`src/rtl/bfp_pkg.sv`:
```
// Shared widths and exponent helpers for the bfp_converter blocks.
// Build option BFP_GROUP_ALIGNER_ROUND_EN selects round-half-up alignment in bfp_lane_shift.
package bfp_pkg;

  localparam int BFP_LANES_DEFAULT          = 8;
  localparam int BFP_MANTISSA_WIDTH_DEFAULT = 6;
  localparam int BFP_EXPONENT_WIDTH_DEFAULT = 8;
  localparam int BFP_EXPONENT_WIDTH_MAX     = 32;

  typedef logic [BFP_EXPONENT_WIDTH_MAX-1:0] bfp_exp_t;

  // Exponents are unsigned biased values, so a plain magnitude compare picks the larger one.
  function automatic bfp_exp_t bfp_exp_max(input bfp_exp_t a, input bfp_exp_t b);
    return (a > b) ? a : b;
  endfunction

endpackage

```
`src/rtl/bfp_lane_shift.sv`:
```
// One lane's alignment: arithmetic right shift by the exponent difference with clamping.
// Build option BFP_GROUP_ALIGNER_ROUND_EN adds round-half-up before the shift.
module bfp_lane_shift
  import bfp_pkg::*;
#(
  parameter int MANTISSA_WIDTH = BFP_MANTISSA_WIDTH_DEFAULT,
  parameter int EXPONENT_WIDTH = BFP_EXPONENT_WIDTH_DEFAULT
) (
  input  logic [MANTISSA_WIDTH-1:0] mantissa,
  input  logic [EXPONENT_WIDTH-1:0] diff,
  output logic [MANTISSA_WIDTH-1:0] aligned
);

`ifdef BFP_GROUP_ALIGNER_ROUND_EN
  logic signed [MANTISSA_WIDTH:0] mantissa_ext;
  logic signed [MANTISSA_WIDTH:0] round_bias;
  logic signed [MANTISSA_WIDTH:0] rounded_sum;

  // The extra guard bit keeps +bias from wrapping the largest positive mantissa negative.
  always_comb begin
    mantissa_ext = {mantissa[MANTISSA_WIDTH-1], mantissa};
    round_bias   = '0;
    rounded_sum  = mantissa_ext;
    aligned      = mantissa;
    if (diff == '0) begin
      aligned = mantissa;
    end else if (32'(diff) >= 32'(MANTISSA_WIDTH + 1)) begin
      aligned = '0;
    end else begin
      round_bias  = (MANTISSA_WIDTH + 1)'(1) << (diff - EXPONENT_WIDTH'(1));
      rounded_sum = mantissa_ext + round_bias;
      aligned     = MANTISSA_WIDTH'(rounded_sum >>> diff);
    end
  end
`else
  always_comb begin
    if (32'(diff) >= 32'(MANTISSA_WIDTH)) begin
      aligned = {MANTISSA_WIDTH{mantissa[MANTISSA_WIDTH-1]}};
    end else begin
      aligned = MANTISSA_WIDTH'($signed(mantissa) >>> diff);
    end
  end
`endif

endmodule

```
`src/rtl/bfp_group_aligner.sv`:
```
// Two-stage block-floating-point aligner: stage 1 finds the group max exponent,
// stage 2 shifts every mantissa onto it. Build option: BFP_GROUP_ALIGNER_ROUND_EN.
module bfp_group_aligner
  import bfp_pkg::*;
#(
  parameter int LANES          = BFP_LANES_DEFAULT,
  parameter int MANTISSA_WIDTH = BFP_MANTISSA_WIDTH_DEFAULT,
  parameter int EXPONENT_WIDTH = BFP_EXPONENT_WIDTH_DEFAULT
) (
  input  logic                              clk,
  input  logic                              rst,
  input  logic                              in_valid,
  output logic                              in_ready,
  input  logic [LANES*EXPONENT_WIDTH-1:0]   in_exponent,
  input  logic [LANES*MANTISSA_WIDTH-1:0]   in_mantissa,
  output logic                              out_valid,
  input  logic                              out_ready,
  output logic [EXPONENT_WIDTH-1:0]         out_exponent,
  output logic [LANES*MANTISSA_WIDTH-1:0]   out_mantissa
);

  logic                            adv;
  logic [EXPONENT_WIDTH-1:0]       max_tree [LANES];
  logic [EXPONENT_WIDTH-1:0]       in_max;
  logic [LANES*MANTISSA_WIDTH-1:0] aligned;

  logic                            s1_valid_q, s1_valid_d;
  logic [LANES*EXPONENT_WIDTH-1:0] s1_exponent_q, s1_exponent_d;
  logic [LANES*MANTISSA_WIDTH-1:0] s1_mantissa_q, s1_mantissa_d;
  logic [EXPONENT_WIDTH-1:0]       s1_max_q, s1_max_d;
  logic                            out_valid_q, out_valid_d;
  logic [EXPONENT_WIDTH-1:0]       out_exponent_q, out_exponent_d;
  logic [LANES*MANTISSA_WIDTH-1:0] out_mantissa_q, out_mantissa_d;

  assign adv      = !out_valid_q || out_ready;
  assign in_ready = !s1_valid_q || adv;

  // Pairwise reduction in place: after each pass, element j holds the max of a 2*step block.
  always_comb begin
    for (int i = 0; i < LANES; i++) begin
      max_tree[i] = in_exponent[i*EXPONENT_WIDTH +: EXPONENT_WIDTH];
    end
    for (int step = 1; step < LANES; step = step * 2) begin
      for (int j = 0; j + step < LANES; j = j + 2 * step) begin
        max_tree[j] = EXPONENT_WIDTH'(bfp_exp_max(bfp_exp_t'(max_tree[j]),
                                                  bfp_exp_t'(max_tree[j+step])));
      end
    end
    in_max = max_tree[0];
  end

  for (genvar g = 0; g < LANES; g++) begin : g_lane
    logic [EXPONENT_WIDTH-1:0] lane_diff;
    assign lane_diff = s1_max_q - s1_exponent_q[g*EXPONENT_WIDTH +: EXPONENT_WIDTH];

    bfp_lane_shift #(
      .MANTISSA_WIDTH(MANTISSA_WIDTH),
      .EXPONENT_WIDTH(EXPONENT_WIDTH)
    ) u_shift (
      .mantissa(s1_mantissa_q[g*MANTISSA_WIDTH +: MANTISSA_WIDTH]),
      .diff    (lane_diff),
      .aligned (aligned[g*MANTISSA_WIDTH +: MANTISSA_WIDTH])
    );
  end

  // Output data only moves on a real group so bubbles never disturb the last result.
  always_comb begin
    s1_valid_d     = s1_valid_q;
    s1_exponent_d  = s1_exponent_q;
    s1_mantissa_d  = s1_mantissa_q;
    s1_max_d       = s1_max_q;
    out_valid_d    = out_valid_q;
    out_exponent_d = out_exponent_q;
    out_mantissa_d = out_mantissa_q;
    if (in_ready) begin
      s1_valid_d = in_valid;
      if (in_valid) begin
        s1_exponent_d = in_exponent;
        s1_mantissa_d = in_mantissa;
        s1_max_d      = in_max;
      end
    end
    if (adv) begin
      out_valid_d = s1_valid_q;
      if (s1_valid_q) begin
        out_exponent_d = s1_max_q;
        out_mantissa_d = aligned;
      end
    end
  end

  always_ff @(posedge clk) begin
    if (rst) begin
      s1_valid_q     <= 1'b0;
      out_valid_q    <= 1'b0;
      out_exponent_q <= '0;
      out_mantissa_q <= '0;
    end else begin
      s1_valid_q     <= s1_valid_d;
      out_valid_q    <= out_valid_d;
      out_exponent_q <= out_exponent_d;
      out_mantissa_q <= out_mantissa_d;
    end
  end

  always_ff @(posedge clk) begin
    s1_exponent_q <= s1_exponent_d;
    s1_mantissa_q <= s1_mantissa_d;
    s1_max_q      <= s1_max_d;
  end

  assign out_valid    = out_valid_q;
  assign out_exponent = out_exponent_q;
  assign out_mantissa = out_mantissa_q;

endmodule
```
`config.mk`:
```
export PLATFORM = sky130hd
export DESIGN_NAME = bfp_group_aligner
export DESIGN_NICKNAME = d
export VERILOG_FILES = /design/src/rtl/bfp_pkg.sv /design/src/rtl/bfp_lane_shift.sv /design/src/rtl/bfp_group_aligner.sv
export SDC_FILE = /design/constraint.sdc
export NUM_CORES = 1
export LEC_CHECK = 0
export BUFFER_PORTS_ARGS = -buffer_cell sky130_fd_sc_hd__buf_4
export CORE_ASPECT_RATIO = 0.75
export CORE_MARGIN = 2
export CORE_UTILIZATION = 55
export DETAILED_ROUTE_END_ITERATION = 8
export PLACE_DENSITY_LB_ADDON = 0.12
export SETUP_SLACK_MARGIN = 0.2
export SYNTH_ARGS = -nofsm -noshare
export SYNTH_HDL_FRONTEND = slang
export SYNTH_SLANG_ARGS = --single-unit
```
`constraint.sdc`:
```
create_clock -name clk -period 12.8 [get_ports clk]
set_input_delay 2.56 -clock clk [delete_from_list [all_inputs] [get_ports clk]]
set_output_delay 2.56 -clock clk [all_outputs]
set_load 0.005 [all_outputs]
```
==> results.md <==
- Status: completed
- Ys flop type: edfxtp_1
- Drt via density: a little under 6
- Maximum operating frequency: about 0.11 GHz
- Die Area: 22600 um2
- Worst-case reg-to-reg path depth: 12
- Asr flop ratio synth: 0%
- Reg2reg end: out_mantissa[36]
- Crit end category: flop
- Crit path cell chain: buf_4 > ha_1 > a211o_1 > o211ai_2 > nand2b_1 > o21ai_1 > mux2_2 > inv_1 > ha_1 > a21o_1 > a21o_1 > a21o_1 > a211oi_2 > a21o_1 > mux2i_1 > ha_1 > a21o_1 > a21oi_1 > a21oi_1 > o21ai_0 > a22o_1 > nand2b_1 > a211oi_1 > a311oi_4
- First-pass GRT wire length: ~47000 um
- Clock-pin slew on the worst setup and hold paths: 0.07 ns
- Design Power: 2280 uW
- Syn Inst Count: roughly 1200
- NumNets Final: 1549
- Synth-to-Final Area Change: 18.0%
- LEAKAGE: roughly 0.0061 uW
- Slew headroom: between 20 and 30%
- Final antenna diode count: 0
- Final Cell Area: 13900 um2
- Synth cell types: a little over 70
- Vias in the first global route: between 8000 and 9000
- Commonest cells after routing, fill and taps aside: 176 x buf_4, 130 x inv_1, 120 x edfxtp_1, 111 x ha_1, 73 x a21oi_1
- FF-to-FF setup slack: 9.15 ns
- 1st-pass router iterations: 6
- Routed via count: about 9400
- Quantity of I/O buffers inserted on ports: about 170
- YS warnings: 0
- H-tree depth: 4
- DIE HEIGHT: ~130 um
- Hold buffer count at CTS: 0
- Post-CTS sizing: 0
- Layout cells sized above 1: between 15 and 20%
- Largest net degree at the start of global routing: 67
- Element type at the critical path start: input port
- Max-Cap Viols: 0
- Setup TNS: 0 ns
- Worst Tran Pin Value: 1.05 ns
- DIE WIDTH: 173 um
- EDFF count, synth: 120
- FP Rows: between 40 and 50
- Initial Util: between 50% and 60%
- Worst path top cell family by delay: compound AO/OA/AOI/OAI gates
- Buf/Inv on CP: 2
- Fillers: 1757
- DRC Markers: 0
- Final Max Tran Viols: 0
- Root buf cell: clkbuf_16
- CP Class: input port to flop
- Clock sink count: about 180
- Tot GR Track Use: ~27%
- Crit path time final: between 8 and 9 ns
- CTS Buf Count: 17
- Register area share after synthesis: about two fifths
- Worst r2r src: s1_max_q[0]
- Initial DRC Count: 830
- Crit-path slowest cell: a22o_1
- Crit path required time: ~13 ns
- Worst hold path type: flop to flop
- Post-DP Area: around 13000 um2
- Syn Nets: approximately 1400
- CTS tree: done
- Pwr/cell area: approximately 160 nW/um2
- Setup violators final: 0
- Period utilisation layout: between 70% and 80%
- Max Fanout on Critical Path: 21
- Initial antenna violation count: 0
- CP most frequent cell: a21o_1
- Critical Path Stages: 24
- Routed WL: between 30000 and 40000 um
- DP Worst Slack: roughly 3.4 ns
- RSZ-0062 raised after global routing: false
- Syn Std Cell Area: about 12000 um2
- Clock skew: between 0.01 and 0.015 ns
- Crit-path max cell delay: 0.70 ns
- RePlAce Congestion: 0.873
- Setup crit end: s1_max_q[6]
- Final worst slack: 3.83 ns
- Core Footprint: around 21000 um2
- Clk buf depth: 2
- Post-detail-place hpwl: between 20000 and 25000 um
- Worst-skew pair later-pin latency: ~0.44 ns
- Post-CTS setup buffer count: 0
- Number of hold violations in the final report: 0
- Grt total ovfl: 0
- Arrival @ worst endpoint: 9.11 ns
- Commonest non-fill, non-tap cell in the layout: buf_4
- Flops & latches, synth: ~180
- Post-DRT Antenna Nets: 0
- WL/cell: roughly 19 um
- Crit path from: in_exponent[53]
- Mean post-synth cell area: between 10 and 15 um2
- Maximum VDD drop: roughly 0.10 mV
- Boundary Pins: ~170
-- worst min path at each step --
| stage | startpoint | to | slack [ns] | cells after the start |
|---|---|---|---|---|
| 4_1_cts | out_mantissa[11] | out_mantissa[11] | 0.46 | 2 |
| 2_1_floorplan | out_mantissa[27] | out_mantissa[27] | 0.45 | 2 |
| 3_5_place_dp | out_mantissa[32] | out_mantissa[32] | 0.44 | 2 |
| 6_report | out_exponent[5] | out_exponent[5] | 0.46 | 2 |
| 3_3_place_gp | out_mantissa[27] | out_mantissa[27] | 0.44 | 2 |
| 5_1_grt | out_mantissa[29] | out_mantissa[29] | 0.48 | 2 |
-- layer usage --
layer | track usage (%) | share of wire, % | vias up
li1 | - | - | 4585
met2 | 39.5 | 41 | 343
met5 | 0 | 0 | -
met4 | 5.58 | 1.3 | 0
met3 | 5.15 | 7.1 | 35
met1 | 41.1 | 51 | 4412
-- per-stage QoR --
step                std cells  util (%)  hold slack (ns)
finish                   1615      66.0            0.456
global route             1615      66.0            0.484
CTS                      1615      66.0            0.459
detailed placement       1583      63.2            0.445
global placement         1583      63.2            0.443
floorplan                1156         -            0.449
-- sequential cells by signal, indices dropped and copies added, names as in the netlist --
name and count:
out_valid 1, out_mantissa 48, s1_valid_q 1, s1_exponent_q 64, s1_mantissa_q 48, s1_max_q 8
out_exponent 8
-- cell usage after synthesis, drive strengths merged, types with 3 or more instances --
cell	number	area share (%)
a2111oi	8	0.59
a211oi	34	2.3
a21boi	9	0.57
a21o	26	1.7
a21oi	75	3.3
a22o	4	0.30
a311oi	7	0.67
a31oi	8	0.42
a32o	3	0.25
and2	3	0.16
and3	7	0.37
buf	6	0.42
clkbuf	31	0.99
dfxtp	58	9.9
edfxtp	120	31
fa	8	1.4
ha	111	12
inv	130	4.1
mux2	17	1.6
mux2i	62	5.3
mux4	14	2.7
nand2	67	2.1
nand2b	22	1.2
nand3	11	0.47
nand4	7	0.37
nor2	69	2.2
nor2b	33	1.8
nor3	26	1.1
nor3b	13	0.83
nor4	14	0.92
o211a	7	0.66
o211ai	11	0.74
o21a	12	0.76
o21ai	50	2.1
o21bai	9	0.57
o22ai	5	0.27
o311a	4	0.34
o31ai	4	0.25
or4	4	0.25
xnor2	7	0.52
xor2	15	1.2
-- area by class of cell --
| cell class | count | area [um2] | share of cell area, % |
|---|---|---|---|
| Multi-Input combinational cell | 811 | 6370 | 45.8 |
| Sequential cell | 178 | 4760 | 34.3 |
| Timing Repair Buffer | 176 | 1320 | 9.51 |
| Inverter | 130 | 488 | 3.51 |
| Clock buffer | 18 | 429 | 3.09 |
| Tap cell | 288 | 360 | 2.59 |
| Clock inverter | 14 | 166 | 1.20 |
-- cell families (layout without fill, tap and decap cells) --
group | after synthesis | count (layout) | synth area share (%)
xor gates and xnor gates | 22 | 22 | 1.70
adders and majority gates | 119 | 119 | 13.2
DFF | 178 | 178 | 40.5
AOI/OAI and AO/OA | 292 | 292 | 17.2
buffers and inverters | 167 | 338 | 5.56
and+or+nand+nor | 285 | 285 | 12.4
muxes | 93 | 93 | 9.57
-- worst min-delay path: cells and delay by family (launching register included) --
kind | cells | cell delay, ns
flip-flops | 1 | 0.31
AND/OR/NAND/NOR | 1 | 0.05
AO/OA/AOI/OAI | 1 | 0.05
-- power by group --
| group | switching [uW] | total (uW) | internal (uW) | leakage [uW] |
|---|---|---|---|---|
| combinational | 567 | 1010 | 446 | 0.00420 |
| clock | 262 | 526 | 263 | 0.000285 |
| sequential | 74.6 | 743 | 669 | 0.00165 |
| total | 904 | 2280 | 1380 | 0.00614 |
Power figures use the tool's default switching activity.
